`src/rtl/spsram_arb_pkg.sv`:
```
// spsram_arb_pkg: shared types and helpers for the single-port SRAM arbiter.
// Contents: requester-id type, response-tracking stage struct, default read latency,
//           and a modulo-increment helper used by the pointer logic.
package spsram_arb_pkg;

   // The id type is sized for the largest supported requester count (16).
   // Smaller arbiters zero-extend their narrower winner index into it.
   localparam int MAX_N   = 16;
   localparam int ID_W    = (MAX_N > 2) ? $clog2(MAX_N) : 1;
   localparam int DEF_LAT = 1;

   typedef logic [ID_W-1:0] req_id_t;

   // One stage of the read-response tracking pipeline.
   typedef struct packed {
      logic    vld;
      req_id_t id;
   } trk_t;

   // (v + 1) mod n for 0 <= v < n.
   function automatic int wrap_inc(input int v, input int n);
      return (v + 1 >= n) ? 0 : v + 1;
   endfunction

endpackage

```
`src/rtl/rr_pick.sv`:
```
// rr_pick: combinational round-robin selector, one-hot grant to the first set bit of
//          req_i searching from ptr_i upward with wrap-around. Latency: 0 cycles.
// Backpressure: none; the caller decides when a grant is consumed.
// Ports: req_i (request bits), ptr_i (search start index), gnt_o (one-hot grant, 0 if no request).
module rr_pick #(
   parameter int N  = 4,
   parameter int PW = (N > 2) ? $clog2(N) : 1
) (
   input  logic [N-1:0]  req_i,
   input  logic [PW-1:0] ptr_i,
   output logic [N-1:0]  gnt_o
);

   logic [N-1:0] req_rot;
   logic [N-1:0] gnt_rot;

   // Rotate so that ptr_i lands on bit 0, isolate the lowest set bit, rotate back.
   // Doubling the vector makes the rotate a plain shift for any N, power of two or not.
   assign req_rot = N'({req_i, req_i} >> ptr_i);
   assign gnt_rot = req_rot & (~req_rot + {{(N-1){1'b0}}, 1'b1});
   assign gnt_o   = N'(({gnt_rot, gnt_rot} << ptr_i) >> N);

endmodule

```
`src/rtl/spsram_arb.sv`:
```
// spsram_arb: round-robin share of one single-port SRAM among N requesters.
// Latency: accept is combinational; read data returns exactly LAT cycles after accept.
// Backpressure: requesters hold until req_acpt; responses have none and must be sunk.
// Ports: clk/rst (sync active-high); req_vld/req_wr/req_addr/req_wdata in, req_acpt out;
//        rsp_vld/rsp_rdata out; sram_en/sram_wen/sram_addr/sram_din out, sram_dout in.
// Option: define SPSRAM_ARB_BURST_EN to let a winner keep priority for up to BURST_LEN
//         consecutive grants while it stays valid.
module spsram_arb
   import spsram_arb_pkg::*;
#(
   parameter int N         = 4,
   parameter int W         = 32,
   parameter int AW        = 10,
   parameter int LAT       = DEF_LAT,
   parameter int BURST_LEN = 4
) (
   input  logic            clk,
   input  logic            rst,
   input  logic [N-1:0]    req_vld,
   input  logic [N-1:0]    req_wr,
   input  logic [N*AW-1:0] req_addr,
   input  logic [N*W-1:0]  req_wdata,
   output logic [N-1:0]    req_acpt,
   output logic [N-1:0]    rsp_vld,
   output logic [W-1:0]    rsp_rdata,
   output logic            sram_en,
   output logic            sram_wen,
   output logic [AW-1:0]   sram_addr,
   output logic [W-1:0]    sram_din,
   input  logic [W-1:0]    sram_dout
);

   localparam int PW = (N > 2) ? $clog2(N) : 1;

   logic [PW-1:0] ptr_q, ptr_d;
   logic [PW-1:0] ptr_inc;
   logic [N-1:0]  gnt;
   logic          any_gnt;
   logic [PW-1:0] win_id;
   trk_t          trk_q [LAT];
   trk_t          trk_in;
   trk_t          trk_last;

   rr_pick #(.N(N), .PW(PW)) u_pick (
      .req_i (req_vld),
      .ptr_i (ptr_q),
      .gnt_o (gnt)
   );

   assign any_gnt  = |req_vld;
   assign req_acpt = gnt;
   assign sram_en  = any_gnt;

   // Winner mux; gnt is one-hot or zero, so an idle cycle drives all zeros.
   always_comb begin
      win_id    = '0;
      sram_wen  = 1'b0;
      sram_addr = '0;
      sram_din  = '0;
      for (int i = 0; i < N; i++) begin
         if (gnt[i]) begin
            win_id    = PW'(i);
            sram_wen  = req_wr[i];
            sram_addr = req_addr[i*AW +: AW];
            sram_din  = req_wdata[i*W +: W];
         end
      end
   end

   assign ptr_inc = PW'(wrap_inc(int'(win_id), N));

`ifdef SPSRAM_ARB_BURST_EN
   localparam int CW = $clog2(BURST_LEN + 1);

   logic [CW-1:0] cnt_q, cnt_d, cnt_inc;
   logic [PW-1:0] ptr_wrap;

   assign ptr_wrap = PW'(wrap_inc(int'(ptr_q), N));

   // While a burst is running ptr stays on the holder, so rr_pick naturally re-grants it.
   // A grant to anyone else (holder dropped) starts a fresh burst of length 1.
   always_comb begin
      ptr_d   = ptr_q;
      cnt_d   = cnt_q;
      cnt_inc = ((win_id == ptr_q) && (cnt_q != '0)) ? cnt_q + CW'(1) : CW'(1);
      if (any_gnt) begin
         if (cnt_inc == CW'(BURST_LEN)) begin
            ptr_d = ptr_inc;
            cnt_d = '0;
         end else begin
            ptr_d = win_id;
            cnt_d = cnt_inc;
         end
      end else if (cnt_q != '0) begin
         // Holder went idle with nobody else asking: release it.
         ptr_d = ptr_wrap;
         cnt_d = '0;
      end
   end
`else
   always_comb begin
      ptr_d = any_gnt ? ptr_inc : ptr_q;
   end
`endif

   // Stage 0 records accepted reads only; writes produce no response.
   always_comb begin
      trk_in     = '0;
      trk_in.vld = any_gnt & ~sram_wen;
      trk_in.id  = req_id_t'(win_id);
   end

   always_ff @(posedge clk) begin
      if (rst) begin
         ptr_q <= '0;
`ifdef SPSRAM_ARB_BURST_EN
         cnt_q <= '0;
`endif
         for (int s = 0; s < LAT; s++) begin
            trk_q[s] <= '0;
         end
      end else begin
         ptr_q <= ptr_d;
`ifdef SPSRAM_ARB_BURST_EN
         cnt_q <= cnt_d;
`endif
         trk_q[0] <= trk_in;
         for (int s = 1; s < LAT; s++) begin
            trk_q[s] <= trk_q[s-1];
         end
      end
   end

   // Masking with rst keeps a response that falls in the reset cycle itself from
   // escaping, so every read in flight at reset is dropped.
   assign trk_last  = trk_q[LAT-1];
   assign rsp_vld   = (trk_last.vld && !rst) ? ({{(N-1){1'b0}}, 1'b1} << trk_last.id) : '0;
   assign rsp_rdata = (trk_last.vld && !rst) ? sram_dout : '0;

endmodule
```
`config.mk`:
```
export PLATFORM = sky130hd
export DESIGN_NAME = spsram_arb
export DESIGN_NICKNAME = d
export VERILOG_FILES = /design/src/rtl/spsram_arb_pkg.sv /design/src/rtl/rr_pick.sv /design/src/rtl/spsram_arb.sv
export SDC_FILE = /design/constraint.sdc
export NUM_CORES = 1
export LEC_CHECK = 0
export BUFFER_PORTS_ARGS = -buffer_cell sky130_fd_sc_hd__buf_4
export CORE_AREA = 2 2 115 117
export CTS_CLUSTER_SIZE = 20
export DETAILED_ROUTE_END_ITERATION = 7
export DIE_AREA = 0 0 117 119
export PLACE_DENSITY = 0.43
export RECOVER_POWER = 25
export SLEW_MARGIN = 10
export SYNTH_ARGS = -nofsm -noshare
export SYNTH_HDL_FRONTEND = slang
export SYNTH_SLANG_ARGS = --single-unit
export TNS_END_PERCENT = 100
```
`constraint.sdc`:
```
create_clock -name clk -period 3.6 [get_ports clk]
set_input_delay 0.18 -clock clk [delete_from_list [all_inputs] [get_ports clk]]
set_output_delay 0.18 -clock clk [all_outputs]
set_load 0.01 [all_outputs]
```
# After elaboration in Yosys (flattened, before gate mapping)
# Memories as Yosys holds them, arrays and structs flattened.
# Index checks and enable logic that the tools add are counted.
[word_totals]
ramBits = 3
output_inout_bits = 84
word_cells = 39
regBits = 2
n_memories = 1
[memory_table]
columns = ["memory", "words", "word_bits", "rd", "rd_clocked_by_memory_dff", "wr", "line", "rtl"]
rows = [
  ["trk_q", 1, 3, 1, 0, 1, "spsram_arb.sv:40", "trk_t trk_q [LAT];"],
]
[classes]
n_shift = 3
addsub = 2
muxes = 23
reduce_logical = 4
bitwise_logic = 4
n_lt_le_gt_ge = 1
[op_table]
columns = ["cell", "n"]
rows = [
  ["$mux W32", 5],
  ["$mux W10", 4],
  ["$mux W1", 9],
  ["$shl A8 B2 Y8", 1],
  ["$shr A8 B2 Y4", 1],
  ["$mux W2", 3],
  ["$add A4 B1 Y4 const B", 1],
  ["$and A4 B4 Y4", 1],
  ["$mux W4", 1],
  ["$not A4 Y4", 1],
  ["$reduce_or A4 Y1", 1],
  ["$shl A1 B4 Y4 const A", 1],
  ["$add A2 B1 Y3 const B", 1],
  ["$ge A3 B3 Y1 const B", 1],
  ["$mux W3", 1],
  ["$reduce_or A3 Y1", 1],
  ["$and A1 B1 Y1", 1],
  ["$logic_and A1 B1 Y1", 1],
  ["$logic_not A1 Y1", 1],
  ["$not A1 Y1", 1],
]

# Longest topological paths before layout
# Gate-level depths: netlist (run 1).
[depth]
depth_word = 12
depth_mapped = 9
mapped_depth_nobuf = 6

# By module
# A second synthesis (run 1) with hierarchy kept.
[unflattened]
cells_unflattened = 234
hier_area_um2 = 1586.5
[modules_own_cells]
columns = ["mod", "cells_per_inst", "n_inst", "area_each_um2"]
rows = [
  ["spsram_arb", 218, 1, 1487.7],
  ["rr_pick", 16, 1, 98.8],
]

# Worst setup path after synthesis (run 1)
# No wires, ideal clock.
[synth_path]
path_kind = "reg-to-output"
startpoint = "register ptr_q[1]"
endpoint = "output port sram_addr[0]"
t_arrival_ns = 1.499
path_stages_with_launch = 8
t_required_ns = 3.420
setup_slack_ns = 1.921
path_cell_list = "dfxtp_1 -> buf_4 -> nor2b_1 -> o21bai_1 -> a21boi_4 -> buf_2 -> a221oi_2 -> a21oi_1"
[synth_via]
elab_chain_len = 9
[synth_lines]
columns = ["element", "line", "rtl"]
rows = [
  ["start, declared", "spsram_arb.sv:35", "logic [PW-1:0] ptr_q, ptr_d;"],
  ["start signal, assigned", "spsram_arb.sv:123", "ptr_q <= ptr_d;"],
  ["$shr A8 B2 Y4", "rr_pick.sv:19", "assign req_rot = N'({req_i, req_i} >> ptr_i);"],
  ["$not A4 Y4", "rr_pick.sv:20", "assign gnt_rot = req_rot & (~req_rot + {{(N-1){1'b0}}, 1'b1});"],
  ["$add A4 B1 Y4", "rr_pick.sv:20", ""],
  ["$and A4 B4 Y4", "rr_pick.sv:20", ""],
  ["$shl A8 B2 Y8 *", "rr_pick.sv:21", "assign gnt_o = N'(({gnt_rot, gnt_rot} << ptr_i) >> N);"],
  ["$mux W10 (3 in a row)", "spsram_arb.sv:61", "if (gnt[i]) begin"],
  ["$mux W10 *", "spsram_arb.sv:61", ""],
  ["end, declared", "spsram_arb.sv:28", "output logic [AW-1:0] sram_addr,"],
]
# Every way passes the cells marked *; elsewhere a longest branch is shown, timed or not.

# Worst setup path in the final report (run 1)
[layout_path]
startpoint = "register ptr_q[1]"
endpoint = "output port sram_din[1]"
[layout_via]
elab_chain_len = 9
[layout_lines]
columns = ["element", "line", "rtl"]
rows = [
  ["$shr A8 B2 Y4", "rr_pick.sv:19", ""],
  ["$not A4 Y4", "rr_pick.sv:20", ""],
  ["$add A4 B1 Y4", "rr_pick.sv:20", ""],
  ["$and A4 B4 Y4", "rr_pick.sv:20", ""],
  ["$shl A8 B2 Y8 *", "rr_pick.sv:21", ""],
  ["$mux W32 (3 in a row)", "spsram_arb.sv:61", ""],
  ["$mux W32 *", "spsram_arb.sv:61", ""],
  ["end, declared", "spsram_arb.sv:29", "output logic [W-1:0] sram_din,"],
]
# Marked as above.

==> key figures, run 1 <==
Outcome
  • Status: finished, final reports clean

STA
  • Fmax: about 0.37 GHz
  • Setup TNS: 0 ps
  • Post-route clock period utilization: 75.3%
  • Hold Worst Slack: 178 ps
  • Post-route setup slack: 891 ps
  • Normalized max-slew margin: 31.3%
  • RSZ-0062 raised after global routing: no
  • Hold Fails Final Rpt: 0
  • Crit path time final: 2710 ps
  • Slew Limit Fails: 0
  • Worst Skew: around 1.6 ps
  • # setup viols final: 0
  • Slew at the pin with the worst max-slew slack: 1030 ps

Final layout
  • Synth-to-Final Area Change: 134%
  • Post-layout nets: 758
  • Final core utilization: around a third
  • Layout cells sized above 1: 61.6%
  • Antenna cells: 0

Die
  • Core footprint: 12,900 um2
  • Die area: 13,900 um2
  • Initial Util: 13.9%
  • Placement Rows: 42
  • Chip height: 119 um
  • Die Width: 117 um
  • Top Ports: 294

Clock network
  • Setup repair bufs after CTS: 0
  • Worst-path clk slew: 30 ps
  • Sink Count: 5
  • Post-CTS Resized: 0
  • H-Tree Depth: 1
  • Inserted Clock Buffers: 3
  • CTS Buffer Depth: 2
  • Clk_lat worst skew: 230 ps
  • CTS tree: done
  • Cts hold-fix bufs: 0
  • CTS root buf: clkbuf_16

Critical path
  • CP max stage cell: dfxtp_1
  • Crit path buf inv count: 4
  • Crit Path Max Fanout: 29
  • CP Class: register to primary output
  • Slowest stage delay, CP: between 500 and 600 ps
  • Crit-path cells: inv_2 -> a21oi_1 -> o221ai_4 -> inv_2 -> buf_4 -> a221oi_1 -> a21oi_1 -> buf_4
  • CP arrival: around 2500 ps
  • CP Capture Type: primary output
  • CP startpoint kind: register
  • CP required: between 3000 and 4000 ps
  • Dominant delay contributor by cell family on the critical path: buffers and inverters

Global routing
  • Initial antenna violation count: 0
  • Largest net degree at the start of global routing: 44
  • First-pass GRT wire length: 15,400 um
  • Total track usage: approximately 14%
  • GRT overflow: 0
  • Vias in the first global route: 3,097

Pwr
  • Pwr Density: 233 nW/um2
  • Leak: 2.06 nW
  • Worst vdd ir: 103 uV

Synth
  • Mapped Cells: 271
  • Synth area leaders: a221oi_2 26%, a21oi_1 12%, nor2_1 11%
  • Yosys top cell by area: a221oi_2
  • Synth Register Bits: 5
  • Syn nets: 481
  • Sequential fraction of the synthesis area: 5.59%
  • Post-synth cell types: 30
  • Synthesized area per cell: around 6.6 um2
  • Top-area cell type share of the netlist area: between 20 and 30%
  • Syn Std Cell Area: 1790 um2
  • Yosys Warn Count: 0

Placed design
  • Placer Congestion: ~0.82
  • DP Wirelength: 8860 um
  • Setup slack at placement: 1100 ps
  • I/O Buffers: around 290

Drt
  • Vias: 3,195
  • Final wirelength: 11,000 um
  • Initial drt markers: 51
  • Drt pass-1 iters: 4
  • Via density: 4.42
  • # DRC: 0
  • WL per Instance: around 15 um
  • ANT nets after route: 0

Worst hold path
  • HP Class: input pin to register

Job
  • Max_cap viols: 0
sequential cells by signal, indices dropped and copies added (netlist names):
name	flops
ptr_q	2
trk_q	3
report_power, final:
part	total, mW	internal (mW)	switching, mW
clock network	0.180	0.146	0.0334
registers	0.0689	0.0617	0.00722
logic	0.730	0.403	0.327
total	0.979	0.611	0.368
Yosys cell counts (all sizes together):
| cell type | instances |
|---|---|
| and2 | 32 |
| a21boi | 1 |
| inv | 4 |
| a32o | 1 |
| o2bb2ai | 1 |
| nor4 | 1 |
| o221ai | 1 |
| buf | 16 |
| and3 | 1 |
| a22o | 1 |
| a221oi | 42 |
| a21oi | 44 |
| o221a | 1 |
| a211oi | 2 |
| o21a | 1 |
| o21ai | 2 |
| nor2b | 3 |
| nor2 | 54 |
| o21bai | 1 |
| a2111oi | 1 |
| and3b | 1 |
| nand2 | 43 |
| dfxtp | 5 |
| clkbuf | 11 |
| nor3b | 1 |
final timing paths:
| path | startpoint | to | slack [ps] | depth (start not counted) |
|---|---|---|---|---|
| worst min-delay path | rst | trk_q[0][0]$_SDFF_PP0_ | 180 | 2 |
| worst max register to register | ptr_q[1]$_SDFFE_PP0P_ | trk_q[0][2]$_SDFF_PP0_ | 1370 | 7 |
| worst max-delay path | ptr_q[1]$_SDFFE_PP0P_ | sram_din[1] | 890 | 8 |
| worst min register to register | ptr_q[0]$_SDFFE_PP0P_ | ptr_q[0]$_SDFFE_PP0P_ | 600 | 2 |
metal layers:
layer / routed length, um / vias to the layer above / track usage (%) / part of all wire [%]
li1: - / 1543 / - / -
met1: 3740 / 1466 / 13.9 / 34
met2: 6010 / 180 / 28.5 / 55
met3: 1150 / 6 / 3.51 / 10
met4: 79 / 0 / 2.06 / 0.72
met5: 0 / - / 0 / 0
logic make-up (layout without fill, tap and decap cells):
logic type / count (synthesis) / in the layout / share of synthesized area, %
buffers and inverters: 31 / 307 / 9.43
AND/OR/NAND/NOR: 136 / 136 / 34.2
flip-flops: 5 / 5 / 5.59
AO/OA/AOI/OAI: 99 / 99 / 50.8
through the flow:
step / cells / instance area [um2] / power (mW)
global route: 723 / 4190 / 1.05
detailed placement: 719 / 4130 / 0.813
CTS: 723 / 4210 / 0.998
global placement: 719 / 4130 / 0.809
floorplan: 271 / 1790 / 0.400
finish: 723 / 4190 / 0.979
cells in the final DEF, fill, tap and decap left out, types with 2 or more instances in the layout:
cell type,netlist,final
clkbuf_16,0,3
inv_2,2,2
inv_1,2,2
nor2_1,54,54
dfxtp_1,5,5
a221oi_1,11,11
clkbuf_1,11,4
nor2b_1,3,3
and2_1,32,13
buf_4,3,295
a21oi_1,44,44
o21ai_1,2,2
a221oi_2,31,31
nand2_1,43,43
and2_0,0,19
layout make-up:
class / instances / area, um2
fill: 1406 / 8680
multi-input combinational: 235 / 1530
clock buffer: 4 / 78.8
sequential: 5 / 100
inverter: 4 / 15.0
timing repair buffer: 299 / 2250
tap: 176 / 220
(Power assumes the default switching activity.)
==> run 2, diff against run 1 <==
--- a/config.mk
+++ b/config.mk
@@ -6,11 +6,11 @@
 export NUM_CORES = 1
 export LEC_CHECK = 0
 export BUFFER_PORTS_ARGS = -buffer_cell sky130_fd_sc_hd__buf_4
-export CORE_AREA = 2 2 115 117
+export CORE_AREA = 2 2 116 118
 export CTS_CLUSTER_SIZE = 20
 export DETAILED_ROUTE_END_ITERATION = 7
-export DIE_AREA = 0 0 117 119
-export PLACE_DENSITY = 0.43
+export DIE_AREA = 0 0 118 120
+export PLACE_DENSITY = 0.42
 export RECOVER_POWER = 25
 export SLEW_MARGIN = 10
 export SYNTH_ARGS = -nofsm -noshare
==> constraint.sdc (replaced) <==
create_clock -name clk -period 2.72 [get_ports clk]
set_input_delay 0.136 -clock clk [delete_from_list [all_inputs] [get_ports clk]]
set_output_delay 0.136 -clock clk [all_outputs]
set_load 0.01 [all_outputs]
==> run 2 against run 1 <==
Against the previous run: non-clock buffer count rose by 3; cell count rose by 0.41%; via count fell by 2.3%; setup slack got worse by 510 ps; worst hold slack got worse by 43 ps; flip-flop and latch count did not move; combinational power rose by 32%; sequential share of layout area barely moved; first-iteration DRC count rose by 9.8%; clock skew fell by 0.97 ps; core utilization fell by 0.28 points; critical endpoint is now sram_din[14].
==> key figures, run 2 (synthesis gave the netlist of run 1 again) <==
Drt
  • Via density: 4.30 (-2.8%)
  • # DRC: 0 (unchanged)
  • Drt pass-1 iters: 4 (unchanged)
  • Initial drt markers: 56 (+9.8%)
  • DRT met1 WL: 3880 um (+3.6%)
  • Routed wl met2: 5620 um (-6.3%)
  • WL per Instance: 14.2 um (-6.4%)
  • ANT nets after route: 0 (unchanged)
  • Vias: 3,120 (-2.3%)
  • Routed wl met3: 791 um (-31%)
  • Max layer used: met4
  • Final wirelength: 10,300 um (-6.0%)

Job
  • Max_cap viols: 0 (unchanged)

Pwr
  • Cell internal pwr: 0.812 mW (+33%)
  • Logic pwr share: 74.3% (-0.3 points)
  • Leak: 2.05 nW (-0.66%)
  • Sw frac: 37.5% (-0.082 points)
  • Clock share of power: 18.6% (+0.2 points)
  • Pwr Density: 310 nW/um2 (+33%)
  • Flop pwr share: 7.0% (about the same)
  • Sw power: 0.487 mW (+32%)
  • Worst vdd ir: 154 uV (+49%)

Final layout
  • Synth-to-Final Area Change: 134% (about the same)
  • Largest registers: trk_q x3, ptr_q x2
  • Most frequent cells in the layout: 287 x buf_4, 54 x nor2_1, 44 x a21oi_1
  • Fillers: 1,389 (-1.2%)
  • Final instance area: 4190 um2 (about the same)
  • Antenna cells: 0 (unchanged)
  • Final core utilization: 32.3% (-0.28 points)
  • Layout cells sized above 1: 60.0% (-1.6 points)
  • Finished Layout Cells: 726 (+0.41%)
  • Register with the most flip-flops: trk_q
  • Max reg flops: 3 (unchanged)
  • Most common cell after layout, fill and taps aside: buf_4
  • Post-layout nets: 761 (+0.40%)

Clock network
  • Clk_lat worst skew: 230 ps (about the same)
  • H-Tree Depth: 1 (unchanged)
  • Sink Count: 5 (unchanged)
  • CTS Buffer Depth: 2 (unchanged)
  • CTS tree: done
  • Post-CTS Resized: 0 (unchanged)
  • Cts hold-fix bufs: 0 (unchanged)
  • Inserted Clock Buffers: 3 (unchanged)
  • Setup repair bufs after CTS: 0 (unchanged)
  • CTS root buf: clkbuf_16
  • Worst-path clk slew: 30 ps (about the same)

STA
  • # setup viols final: 0 (unchanged)
  • Crit path time final: around 2300 ps
  • Worst Skew: 0.639 ps (-0.968 ps)
  • RSZ-0062 raised after global routing: no
  • Normalized max-slew margin: 29.2% (-2.1 points)
  • Post-route clock period utilization: between 80% and 90%
  • Hold Fails Final Rpt: 0 (unchanged)
  • Fmax: between 0.4 and 0.5 GHz
  • Setup TNS: 0 ps (unchanged)
  • Slew Limit Fails: 0 (unchanged)
  • Slew at the pin with the worst max-slew slack: 1060 ps (+31.3 ps)

Placed design
  • I/O Buffers: 293 (unchanged)
  • Placer Congestion: 0.780 (-4.3%)
  • DP Area: 4160 um2 (+0.85%)
  • Cell count after placement: 722 (+0.42%)
  • DP Wirelength: 8340 um (-5.8%)

Global routing
  • Largest net degree at the start of global routing: 44 (unchanged)
  • First-pass GRT wire length: 15,300 um (-0.45%)
  • Vias in the first global route: 3,074 (-0.74%)
  • GRT overflow: 0 (unchanged)
  • Total track usage: 13.2% (-0.77 points)
  • Initial antenna violation count: 0 (unchanged)

Critical path
  • Crit-path cells: inv_2 -> a21oi_1 -> o221ai_4 -> inv_2 -> buf_4 -> a221oi_2 -> a21oi_1 -> buf_4
  • CP Capture Type: primary output
  • Crit path buf inv count: 4 (unchanged)
  • CP startpoint kind: register
  • CP Class: register to primary output
  • Dominant delay contributor by cell family on the critical path: buffers and inverters
  • CP required: 2580 ps (-840 ps)
  • CP max stage cell: dfxtp_1
  • Slowest stage delay, CP: 510 ps (about the same)
  • Crit Path Max Fanout: 19 (-34%)
  • CP arrival: 2210 ps (-320 ps)

Die
  • Placement Rows: 42 (unchanged)
  • Top Ports: 294 (unchanged)
  • Chip height: 120 um (+0.84%)
  • Core footprint: 13,000 um2 (+0.82%)
  • Die Width: 118 um (+0.85%)
  • Die area: 14,200 um2 (+1.7%)
  • Initial Util: 13.8% (-0.11 points)

Outcome
  • Status: finished, final reports clean

Worst hold path
  • HP Class: input pin to register
run 2: changes by cell type in the layout (fill, tap and decap cells not counted), sizes merged:
cell    before  now
clkbuf       7   17
buf        296  289
run 2: final timing paths:
path                            depth (start not counted)                endpoint             startpoint  slack (ps)
worst max-delay path                                    8            sram_din[14]  ptr_q[1]$_SDFFE_PP0P_         380
worst min-delay path                                    2  trk_q[0][1]$_SDFF_PP0_                    rst         130
worst max register to register                          5  trk_q[0][2]$_SDFF_PP0_  ptr_q[1]$_SDFFE_PP0P_         830
worst min register to register                          2   ptr_q[0]$_SDFFE_PP0P_  ptr_q[0]$_SDFFE_PP0P_         610
run 2: metrics by stage:
stage,hold slack (ps),worst slack [ps],power (mW)
final,135,378,1.30
after global routing,146,181,1.39
after CTS,129,348,1.32
after detailed placement,365,603,1.07
after global placement,357,642,1.08
after floorplan,208,1080,0.529
run 2: power by group through the flow:
stage | Clock, mW | Sequential (mW) | Combinational (mW)
finish | 0.242 | 0.0914 | 0.966
global route | 0.251 | 0.0929 | 1.04
CTS | 0.246 | 0.0916 | 0.986
detailed placement | 0 | 0.0925 | 0.982
global placement | 0 | 0.0918 | 0.984
floorplan | 0 | 0.0864 | 0.443
run 2: final cells by class:
type	count	area, um2	share of cell area [%]
timing repair buffer	302	2240	53.5
multi-input combinational	235	1530	36.6
tap	176	220	5.25
sequential	5	100	2.39
clock buffer	4	78.8	1.88
inverter	4	15.0	0.358
run 2: per-layer routing:
layer	vias to the layer above	global-route usage (%)
met1	1412	14.5
met4	0	1.20
met2	163	26.4
met3	4	2.90
li1	1541	-
met5	-	0
